<file path="src/rtl/cdc_pkg.sv">
// Shared helpers for the one-hot/binary address encoder and decoder blocks.
package cdc_pkg;

    typedef enum logic {
        S_EMPTY = 1'b0,
        S_FULL  = 1'b1
    } rr_state_e;

    function automatic int addr_width(input int n);
        return (n > 1) ? $clog2(n) : 1;
    endfunction

endpackage

</file>
<file path="src/rtl/rr_first_set.sv">
// Round-robin find-first-set: first set bit of vec at or above ptr, wrapping from N-1 to 0.
module rr_first_set
    import cdc_pkg::*;
#(
    parameter  int N  = 8,
    localparam int AW = addr_width(N)
) (
    input  logic [N-1:0]  vec,
    input  logic [AW-1:0] ptr,
    output logic          found,
    output logic [AW-1:0] idx
);

    localparam logic [AW:0] NW = (AW+1)'(N);

    logic [N-1:0]  w_rot;
    logic [AW-1:0] w_pos;
    logic [AW:0]   w_sum;

    // Rotate so that position ptr lands at bit 0.
    always_comb begin
        w_rot = '0;
        for (int k = 0; k < N; k++) begin
            int j;
            j = k + int'(ptr);
            if (j >= N) j = j - N;
            w_rot[k] = vec[j];
        end
    end

    always_comb begin
        found = 1'b0;
        w_pos = '0;
        for (int k = N - 1; k >= 0; k--) begin
            if (w_rot[k]) begin
                found = 1'b1;
                w_pos = AW'(k);
            end
        end
    end

    // Un-rotate; the extra sum bit keeps ptr+pos from overflowing before the wrap.
    assign w_sum = {1'b0, ptr} + {1'b0, w_pos};
    assign idx   = (w_sum >= NW) ? AW'(w_sum - NW) : w_sum[AW-1:0];

endmodule

</file>
<file path="src/rtl/encoder_n_to_logn_rr.sv">
// Registered round-robin encoder: queues one-hot request strobes and hands out one
// binary index per valid/ready transfer.
module encoder_n_to_logn_rr
    import cdc_pkg::*;
#(
    parameter  int N          = 8,
    localparam int ADDR_WIDTH = addr_width(N)
) (
    input  logic                  clk,
    input  logic                  rst_n,
    input  logic [N-1:0]          req,
    input  logic                  enable,
    output logic [ADDR_WIDTH-1:0] addr_out,
    output logic                  valid_out,
    input  logic                  ready_in,
    output logic [N-1:0]          pending,
    output logic                  coalesced
);

    localparam logic [ADDR_WIDTH-1:0] LAST = ADDR_WIDTH'(N - 1);

    rr_state_e             r_state;
    rr_state_e             w_state_nxt;
    logic [N-1:0]          r_pending;
    logic [ADDR_WIDTH-1:0] r_ptr;
    logic [ADDR_WIDTH-1:0] r_addr;
    logic                  r_coal;

    logic                  w_found;
    logic [ADDR_WIDTH-1:0] w_idx;
    logic                  w_grant;
    logic [N-1:0]          w_gmask;
    logic [ADDR_WIDTH-1:0] w_ptr_nxt;

    rr_first_set #(.N(N)) u_rr_first_set (
        .vec   (r_pending),
        .ptr   (r_ptr),
        .found (w_found),
        .idx   (w_idx)
    );

    // A held grant is only released by ready_in; enable merely gates new grants.
    always_comb begin
        w_state_nxt = r_state;
        w_grant     = 1'b0;
        case (r_state)
            S_EMPTY: begin
                if (enable && w_found) begin
                    w_grant     = 1'b1;
                    w_state_nxt = S_FULL;
                end
            end
            S_FULL: begin
                if (ready_in) begin
                    if (enable && w_found) begin
                        w_grant = 1'b1;
                    end else begin
                        w_state_nxt = S_EMPTY;
                    end
                end
            end
            default: w_state_nxt = S_EMPTY;
        endcase
    end

    always_comb begin
        w_gmask = '0;
        if (w_grant) w_gmask[w_idx] = 1'b1;
    end

    assign w_ptr_nxt = (w_idx == LAST) ? '0 : w_idx + 1'b1;

    always_ff @(posedge clk or negedge rst_n) begin
        if (!rst_n) begin
            r_state   <= S_EMPTY;
            r_pending <= '0;
            r_ptr     <= '0;
            r_addr    <= '0;
            r_coal    <= 1'b0;
        end else begin
            r_state   <= w_state_nxt;
            // OR-ing req last makes a same-cycle re-request survive its own grant.
            r_pending <= (r_pending & ~w_gmask) | req;
            r_coal    <= |(req & r_pending & ~w_gmask);
            if (w_grant) begin
                r_addr <= w_idx;
                r_ptr  <= w_ptr_nxt;
            end
        end
    end

    assign addr_out  = r_addr;
    assign valid_out = (r_state == S_FULL);
    assign pending   = r_pending;
    assign coalesced = r_coal;

endmodule

</file>
<file path="config.mk">
export PLATFORM = sky130hd
export DESIGN_NAME = encoder_n_to_logn_rr
export DESIGN_NICKNAME = d
export VERILOG_FILES = /design/src/rtl/cdc_pkg.sv /design/src/rtl/rr_first_set.sv /design/src/rtl/encoder_n_to_logn_rr.sv
export SDC_FILE = /design/constraint.sdc
export NUM_CORES = 1
export LEC_CHECK = 0
export CORE_MARGIN = 3
export CORE_UTILIZATION = 40
export CTS_BUF_LIST = sky130_fd_sc_hd__clkbuf_16
export DETAILED_ROUTE_END_ITERATION = 6
export PLACE_DENSITY = 0.72
export SYNTH_ARGS = -nofsm -noshare
export SYNTH_HDL_FRONTEND = slang
export SYNTH_SLANG_ARGS = --single-unit
</file>
<file path="constraint.sdc">
create_clock -name clk -period 13.6 [get_ports clk]
set_input_delay 4.08 -clock clk [delete_from_list [all_inputs] [get_ports clk]]
set_output_delay 4.08 -clock clk [all_outputs]
set_load 0.1 [all_outputs]
</file>
# After elaboration in Yosys (flattened, before gate mapping)
# Index checks and enable logic that the tools add are counted.
# word_totals
regBits	16
out_inout_bits	13
elab_cells	110
# classes
add_sub_neg	18
order_cmp	19
n_eq_ne	1
mux	58
n_bitwise	6
reduce_logical	3
# ops
cell	n
$lt 32x5->1 const B	8
$mux 32	8
$ge 32x5->1 const B	7
$sub 32x5->32 const B	7
$mux 3	10
$mux 1	28
$and 8x8->8	3
$bmux 1 s3	8
$add 3x3->4 const A	4
$add 2x3->4 const A	2
$mux 8	1
$not 8->8	1
$or 8x8->8	1
$reduce_or 8->1	1
$sub 3x4->5 const B	1
$add 1x3->4 const A	1
$add 3x3->4	1
$ge 3x4->1 const B	1
$ge 4x4->1 const B	1
$lt 3x4->1 const B	1
$pmux 1 s2	2
$add 3x1->3 const B	1
$demux 1 s3	1
$eq 3x3->1 const B	1
4 further kinds	5

# Longest topological paths before layout
# Gate-level depths: netlist (run 1).
# depth
word_depth	25
depth_mapped	22
depth_no_buf	19

# By module
# Synthesis (run 1) repeated with hierarchy kept, for this count alone.
# unflattened
cells_unflattened	155
hier_area_um2	1589.0
# modules_own_cells
module	instances	cells_per_inst	area_each_um2
encoder_n_to_logn_rr	1	76	810.8
rr_first_set	1	79	778.2

# Worst setup path after synthesis (run 1)
# Ideal clock, no wire load.
# synth_timing
path_type	input -> register
startpoint	input port ready_in
endpoint	register r_coal (netlist: coalesced)
setup_ns	0.138
arrival_time_ns	5.310
required_time_ns	13.462
setup_slack_ns	8.152
stages	7
n_path_buf	0
cell_sequence	o21ai_0 -> nor2_1 -> nand2_1 -> o21ai_0 -> a31oi_4 -> a2111oi_2 -> nand4b_1
# synth_via
elab_chain_len	6
# synth_lines
element	line	rtl
start: declaration	encoder_n_to_logn_rr.sv:15	input logic ready_in,
$mux 1	encoder_n_to_logn_rr.sv:54	if (ready_in) begin
$pmux 1 s2	encoder_n_to_logn_rr.sv:46	case (r_state)
$mux 8	encoder_n_to_logn_rr.sv:68	if (w_grant) w_gmask[w_idx] = 1'b1;
$not 8->8	encoder_n_to_logn_rr.sv:84	r_coal <= |(req & r_pending & ~w_gmask);
$and 8x8->8	encoder_n_to_logn_rr.sv:84	
$reduce_or 8->1	encoder_n_to_logn_rr.sv:84	
end signal: assignment	encoder_n_to_logn_rr.sv:84	
end: declaration	encoder_n_to_logn_rr.sv:27	logic r_coal;
# Every way passes these cells.
# A chain may end at the register's enable or synchronous reset.

# Worst setup path in the final report (run 1)
# layout_timing
startpoint	input port enable
endpoint	register r_coal (netlist: coalesced)
# layout_via
elab_chain_len	8
# layout_lines
element	line	rtl
start: declaration	encoder_n_to_logn_rr.sv:12	input logic enable,
$logic_and 1x1->1 (*)	encoder_n_to_logn_rr.sv:48, encoder_n_to_logn_rr.sv:55	
$mux 1 (*)	encoder_n_to_logn_rr.sv:48, encoder_n_to_logn_rr.sv:55	
$mux 1	encoder_n_to_logn_rr.sv:54	
$pmux 1 s2 (*)	encoder_n_to_logn_rr.sv:46	
$mux 8 (*)	encoder_n_to_logn_rr.sv:68	
$not 8->8 (*)	encoder_n_to_logn_rr.sv:84	
$and 8x8->8 (*)	encoder_n_to_logn_rr.sv:84	
$reduce_or 8->1 (*)	encoder_n_to_logn_rr.sv:84	
# Every way passes the cells marked *; elsewhere a longest branch is shown, timed or not.

==> results of run 1 <==
[stage by stage]
stage | setup slack (ns) | hold slack, ns | area (sq um) | total power [uW]
after global placement | 7.40 | 0.498 | 1750 | 409
after CTS | 7.54 | 0.514 | 1830 | 479
final | 7.52 | 0.506 | 1830 | 479
after floorplan | 8.15 | 0.739 | 1500 | 352
after global routing | 7.29 | 0.542 | 1830 | 512
after detailed placement | 7.31 | 0.500 | 1750 | 417
[area by class of cell]
class	instances	share of cell area [%]
clock inverters	1	0.205
inverters	8	1.64
multi-input cells	133	56.0
repair buffers	24	13.1
flip-flops and latches	16	21.8
clock buffers	3	4.10
well taps	46	3.14
[routing by layer]
layer	track usage (%)	vias up	routed length, um
li1	-	643	-
met1	24.7	677	1760
met2	34.2	47	1890
met3	2.00	12	137
met4	5.32	0	74
met5	0	-	0
[power breakdown]
part           total [uW]  internal (uW)  switching (uW)
Clock                58.0           39.0            18.9
Combinational         324            121             203
Sequential           97.2           62.3            34.9
[layout by cell type (no fill, tap or decap), types with 5 or more instances in the layout]
master | Yosys | layout
clkdlybuf4s50_1 | 0 | 24
mux4_2 | 7 | 7
a31oi_1 | 5 | 5
dfrtp_1 | 16 | 16
nor2b_1 | 5 | 5
xnor2_1 | 5 | 5
a21oi_1 | 8 | 8
nand2_1 | 20 | 20
inv_1 | 8 | 8
o21ai_0 | 16 | 16
nor2_1 | 8 | 8
mux2i_1 | 6 | 6
[registers in the layout, summed over array words and instances, names as in the netlist]
name	flops
valid_out	1
coalesced	1
addr_out	3
r_ptr	3
pending	8
[critical path, stage by stage]
cell             delay, ns
clkdlybuf4s50_1       0.47
o21ai_0               0.16
nor2b_1               0.57
nand2_1               0.09
o21ai_0               0.24
a311oi_1              0.10
a2111oi_2             0.34
nand4b_1              0.14
[cells by family (layout without fill, tap and decap cells)]
| logic type | Yosys count | after routing |
|---|---|---|
| flops | 16 | 16 |
| compound gates | 49 | 49 |
| buf+inv | 16 | 36 |
| xor+xnor | 7 | 7 |
| simple gates | 54 | 54 |
| fa+ha+maj | 5 | 5 |
| mux | 18 | 18 |
[worst paths after layout]
path,to,slack (ns),cells after the start
hold / removal,addr_out[0],0.51,1
setup reg to reg,coalesced,8.41,15
min in group asynchronous,pending[7],4.28,1
max in group asynchronous,pending[0],8.85,1
setup / recovery,coalesced,7.52,8
hold reg to reg,addr_out[0],0.51,1
==> run metrics, run 1 <==
status completed; FF-to-FF Start r_ptr[0]; synthesized area 1500 sq um; DP HPWL 2880 um; Yosys reg bits 16; cts-stage hold buffer count 0; initial antenna violation count 0; routed wire length per instance 16.7 um; worst skew pair latency 0.25 ns; die height 67.3 um; hold path startpoint addr_out[0]; GRT overflow 0; first-pass GRT wire length 6670 um; total track usage 19.2%; starting density of the core 43.4%; die area 4530 sq um; Die X 67.3 um; Rel. slew slack 34.0%; Finished Core Util 52.8%; clock buffer depth 2; Yosys top cell area share 26.6%; adder-cell share of the synthesized area 4.66%; Cells after Synth 165; TritonCTS Sinks 16; H-tree depth 1; Synth async-reset ratio 100%; mux share of post-synthesis cell area 19.2%; # setup viols final 0; Register Area 400 sq um; Synth top cells by count 20 x nand2_1, 16 x dfrtp_1, 16 x o21ai_0; synth top area cells dfrtp_1 27%, mux4_2 10%, o21ai_0 5.3%; largest family of logic cells by synthesized area compound AO/OA/AOI/OAI gates; post_cts resized 0; area delta synth->final 21.9%; RSZ-0062 raised after global routing no; post-route minimum period 6.08 ns; Slew Limit Fails 0; Static Leak 0.000686 uW; ANT cells 0; Port Buffers 24; CTS tree built; area occupied by multi-input gates 1030 sq um; Critical Path RT 13.71 ns; number of I/O pins 25; vias in the first global route 1395; share of cells above drive strength 1 12.4%; Fill cells 353; worst setup path category in -> reg; setup bufs post-CTS 0; Cells after DPL 227; FMAX 165 MHz; Synth Area in Compound Gates 22.0%; Num CTS Buffers 3; Post-Route Setup TNS 0 ns; routed via count 1379; crit-path max FO 8; pin slew with the least headroom to its limit 0.986 ns; register area share after synthesis 26.6%; maxcap violations 0; # rows 21; Critical Path Start Type input port; Critical Path Source enable; 1st-iter DRT viols 70; final wirelength 3860 um; fin nets 203; Hold Crit Class reg -> reg; largest net degree at the start of global routing 18; Post-synth EDFFs 0; drt drc 0; prevailing post-synth register cell dfrtp_1; maximum vdd drop 0.194 mV; Yosys top cell by area dfrtp_1; Hold Vio Cnt, Final 0; crit end category flip-flop; CTS root buf clkbuf_16; count leader, synth nand2_1; first-pass detailed-route iteration total 4; Antenna Nets Post-Route 0; Syn Area/Cell 9.11 sq um; CP arrival 6.19 ns; syn_nets 182; PD cells 262 nW/um^2; Unique masters post-synth 39; fin cells 231; Core Region 3470 sq um; Post-Synth Simple-Gate Area 18.2%; worst clock skew 0.000632 ns; Ys Warns 0; Final Cycle Share 44.7%; XOR/XNOR Fraction of Synth Area 4.08%; Worst-path clk slew 0.05 ns; routability congestion estimate 0.832; Vias/cell 5.97
Note: power is estimated with default switching activity, not from simulation.
==> run 2: changes to the inputs <==
- clock period: 13.6 -> 6.3 ns (I/O delays scaled with it)
==> run 2 against run 1 <==
Net effect:
- cell count is the same
- clock power increased by 120%
- clock skew about the same
- count of clock-buffer cells in the layout is the same
- sequential power rose by 120%
- largest cell class unchanged
==> run metrics, run 2 (synthesis gave the netlist of run 1 again) <==
CP arrival 5.11 ns (-1.08 ns); max FFs per register 8 (unchanged); final wirelength 3870 um (+0.29%); total track usage 19.0% (-0.21 points); starting density of the core 43.4% (unchanged); Rel. slew slack 34.9% (+0.88 points); maximum vdd drop 0.484 mV (+150%); routed via count 1342 (-2.7%); Num CTS Buffers 3 (unchanged); CTS tree built; Static Leak 0.000686 uW (unchanged); ANT cells 0 (unchanged); routed wire length per instance 16.7 um (+0.29%); number of I/O pins 25 (unchanged); Core Region 3470 sq um (unchanged); Die X 67.3 um (unchanged); Antenna Nets Post-Route 0 (unchanged); first-pass GRT wire length 6510 um (-2.3%); Port Buffers 24 (unchanged); fin cells 231 (unchanged); Vias/cell 5.81 (-2.7%); FMAX 200 MHz; clock buffer depth 2 (unchanged); post_cts resized 0 (unchanged); GRT overflow 0 (unchanged); 1st-iter DRT viols 130 (+86%); status completed; Final Cycle Share 79.2%; TritonCTS Sinks 16 (unchanged); # setup viols final 0 (unchanged); drt drc 0 (unchanged); PD cells 563 nW/um^2 (+120%); largest net degree at the start of global routing 18 (unchanged); Critical Path Start Type flip-flop; Worst-path clk slew 0.05 ns (about the same); worst clock skew 0.000978 ns (+0.000346 ns); die height 67.3 um (unchanged); Critical Path RT 6.42 ns (-7.29 ns); Slew Limit Fails 0 (unchanged); initial antenna violation count 0 (unchanged); first-pass detailed-route iteration total 4 (unchanged); DP HPWL 2910 um (+1.2%); routability congestion estimate 0.881 (+5.9%); worst setup path category reg -> reg; maxcap violations 0 (unchanged); H-tree depth 1 (unchanged); vias in the first global route 1376 (-1.4%); post-route minimum period 4.99 ns; CTS root buf clkbuf_16; setup bufs post-CTS 0 (unchanged); most frequent cells in the layout 24 x clkdlybuf4s50_1, 20 x nand2_1, 16 x o21ai_0, 16 x dfrtp_1; cts-stage hold buffer count 0 (unchanged); crit end category flip-flop; fin nets 203 (unchanged); share of cells above drive strength 1 12.4% (unchanged); crit-path max FO 14 (+6); pin slew with the least headroom to its limit 0.973 ns (-0.0132 ns); Hold Crit Class reg -> reg; area delta synth->final 21.9% (unchanged); worst skew pair latency 0.25 ns (about the same); commonest non-fill, non-tap cell in the layout clkdlybuf4s50_1; Post-Route Setup TNS 0 ns (unchanged); # rows 21 (unchanged); Hold Vio Cnt, Final 0 (unchanged); Cells after DPL 227 (unchanged); RSZ-0062 raised after global routing no; Worst Hold Slack 0.511 ns (+0.00462 ns); die area 4530 sq um (unchanged)
-- run 2: cell counts in the layout (fill, tap and decap cells not counted) --
Identical to the previous run, type by type.
-- run 2: layer usage --
layer	GRT usage (%)	vias to the layer above	wire, um	part of all wire [%]
met3	1.50	5	160	4.1
met5	0	-	0	0
met4	6.08	0	53	1.4
met2	33.1	42	1950	50
met1	24.9	647	1710	44
li1	-	648	-	-
-- run 2: per-stage QoR --
step	worst slack, ns	util (%)	power [uW]	instance area [sq um]
detailed placement	1.36	50.6	902	1750
global placement	1.50	50.6	886	1750
floorplan	1.90	-	760	1500
finish	1.31	52.8	1030	1830
global route	0.771	52.8	1100	1830
CTS	1.34	52.8	1030	1830
-- run 2: worst paths after layout --
kind	from	endpoint	slack (ns)	cells after the start
max	r_ptr[0]	coalesced	1.31	15
min	addr_out[0]	addr_out[0]	0.51	1
max reg2reg	r_ptr[0]	coalesced	1.31	15
min reg2reg	addr_out[0]	addr_out[0]	0.51	1
max in group asynchronous	rst_n	pending[2]	3.76	1
min in group asynchronous	rst_n	addr_out[0]	2.08	1
-- run 2: area by class of cell --
cell class / count / area [sq um]
Tap cell: 46 / 57.6
Inverter: 8 / 30.0
Clock inverter: 1 / 3.75
Fill cell: 329 / 1640
Timing Repair Buffer: 24 / 240
Multi-Input combinational cell: 133 / 1030
Clock buffer: 3 / 75.1
Sequential cell: 16 / 400
-- run 2: power by group --
| group | switching, uW | internal (uW) |
|---|---|---|
| registers | 75.2 | 135 |
| clock network | 41.3 | 84.4 |
| logic | 435 | 261 |
-- run 2: worst max-delay path, cell delays in order, from the launching register on --
cell and delay (ns):
dfrtp_1 0.68, inv_1 0.22, ha_1 0.50, mux4_2 0.57
mux2_2 0.28, a31o_2 0.24, a21oi_1 0.12, o22ai_1 0.11
fa_1 0.41, xnor2_1 0.32, nor2b_1 0.55, nand2_1 0.10
o21ai_0 0.23, a311oi_1 0.09, a2111oi_2 0.30, nand4b_1 0.12
==> run 3: changes to the inputs <==
- PLACE_DENSITY: 0.72 -> 0.74
- clock period: 6.3 -> 4.1 ns (I/O delays scaled with it)
==> run 3 against run 2 <==
Net effect:
- design area up 8.9%
- utilization up 4.7 points
- routed wire length up 3.2%
- maximum frequency up 29%
- worst hold slack worse by 0.0027 ns
- register-to-register slack worse by 1.1 ns
==> run metrics, run 3 (synthesis gave the netlist of run 1 again) <==
Setup crit end coalesced; RR Endpoint coalesced; Final Cycle Share 94.1% (+15 points); worst setup path category reg -> reg; maximum vdd drop 0.522 mV (+7.7%); routability congestion estimate 0.952 (+8.1%); status completed; Hold Crit Class reg -> reg; total track usage 18.7% (-0.35 points); # rows 21 (unchanged); CTS tree built; GRT overflow 0 (unchanged); Fill cells 314 (-4.6%); most frequent cells in the layout 20 x nand2_1, 20 x clkdlybuf4s50_1, 16 x dfrtp_1, 13 x o21ai_0, 13 x buf_4; CTS root buf clkbuf_16; Critical Path Source r_ptr[0]; cts-stage hold buffer count 0 (unchanged); CP arrival 3.98 ns (-1.13 ns); FMAX 259 MHz (+29%); Rel. slew slack 35.2% (+0.25 points); Crit path max-delay family compound AO/OA/AOI/OAI gates; 1st-iter DRT viols 68 (-48%); starting density of the core 43.4% (unchanged); maxcap violations 0 (unchanged); FF-to-FF Start r_ptr[0]; met1 usage 25.0% (+0.026 points); routed wire length per instance 16.5 um (-1.5%); routed via count 1415 (+5.4%); RSZ-0062 raised after global routing no; Slew Limit Fails 0 (unchanged); Worst Reg-to-Reg Cells 16 (+1); met2 usage 31.4% (-1.7 points); first-pass GRT wire length 6400 um (-1.8%); Critical Path RT 4.22 ns (-2.20 ns); worst skew pair latency 0.25 ns (about the same); Reg2Reg Setup Slack 0.24 ns (-1.07 ns); pin slew with the least headroom to its limit 0.969 ns (-0.00380 ns); Static Leak 0.000756 uW (+10%); area delta synth->final 32.7%; Critical Path Start Type flip-flop; PD cells 893 nW/um^2 (+59%); Hold Vio Cnt, Final 0 (unchanged); Port Buffers 24 (unchanged); initial antenna violation count 0 (unchanged); critical path depth 16 (+1); first-pass detailed-route iteration total 5 (+1); fin cells 242 (+4.8%); Max stage delay on crit path 0.49 ns (-0.19 ns); final wirelength 3990 um (+3.2%); ANT cells 0 (unchanged); Num CTS Buffers 3 (unchanged); crit-path max FO 5 (-9); grt peak-use layer met2; worst clock skew 0.00365 ns (+0.00267 ns); Register Area 400 sq um (unchanged); Worst-path clk slew 0.05 ns (about the same); Crit-path slowest cell mux4_2; die height 67.3 um (unchanged); Vias/cell 5.85 (+0.65%); TritonCTS Sinks 16 (unchanged); vias in the first global route 1394 (+1.3%); CP cell instances inv_1, ha_4, buf_6, mux2i_4, mux4_2, and2_1, a21oi_1, o22ai_1, fa_2, xnor2_2, nor2b_4, nand3_1, o21ai_0, a211oi_1, a2111oi_4, nand4b_1; fin nets 214 (+5.4%); H-tree depth 1 (unchanged); Cells after DPL 237 (+4.4%); area occupied by multi-input gates 1110 sq um (+8.0%); met3 Usage GRT 1.50% (unchanged); drt drc 0 (unchanged); share of cells above drive strength 1 24.5% (+12 points); Antenna Nets Post-Route 0 (unchanged); number of I/O pins 25 (unchanged); CP bufs+invs 2 (+1); die area 4530 sq um (unchanged); # setup viols final 0 (unchanged); Die X 67.3 um (unchanged); post-route minimum period 3.86 ns (-1.13 ns); Post-Route Setup TNS 0 ns (unchanged); largest net degree at the start of global routing 17 (-1); crit end category flip-flop; max FFs per register 8 (unchanged); Core Region 3470 sq um (unchanged); clock buffer depth 2 (unchanged); DP HPWL 2950 um (+1.3%)
==> run 3: metrics by stage <==
stage / setup slack, ns / utilization [%] / cell area, sq um / hold WS (ns) / total power (uW)
after global routing: 0.00899 / 57.5 / 2000 / 0.532 / 1880
after global placement: 0.190 / 52.7 / 1830 / 0.492 / 1440
after floorplan: 0.00851 / - / 1520 / 0.739 / 1180
after CTS: 0.0510 / 55.0 / 1910 / 0.511 / 1670
final: 0.240 / 57.5 / 2000 / 0.508 / 1780
after detailed placement: 0.0846 / 52.7 / 1830 / 0.499 / 1470
==> run 3: worst min path at each step <==
stage,start,end,cells after the start
after floorplan,r_ptr[0],r_ptr[0],2
after detailed placement,addr_out[1],addr_out[1],1
after CTS,addr_out[1],addr_out[1],1
after global routing,addr_out[1],addr_out[1],1
final,addr_out[1],addr_out[1],1
after global placement,addr_out[0],addr_out[0],1
==> run 3: repair_timing <==
action	CTS	global route
hold endpoints to repair	0	0
gates resized for setup	0	16
setup buffers	0	1
setup endpoints to repair	0	5
==> run 3: power by group <==
group,switching [uW],total (uW),internal [uW]
combinational,772,1310,535
sequential,75.3,283,207
clock,63.1,193,130
total,911,1780,872
==> run 3: area by class of cell <==
class	count	area share, %
Multi-Input combinational cell	133	55.5
Sequential cell	16	20.1
Timing Repair Buffer	35	16.1
Clock buffer	3	3.76
Tap cell	46	2.88
Inverter	8	1.50
Clock inverter	1	0.188
==> run 3: layer usage <==
| layer | vias up | wire length, um |
|---|---|---|
| met5 | - | 0 |
| met4 | 0 | 70 |
| met3 | 7 | 180 |
| met2 | 60 | 2020 |
| met1 | 679 | 1720 |
| li1 | 669 | - |
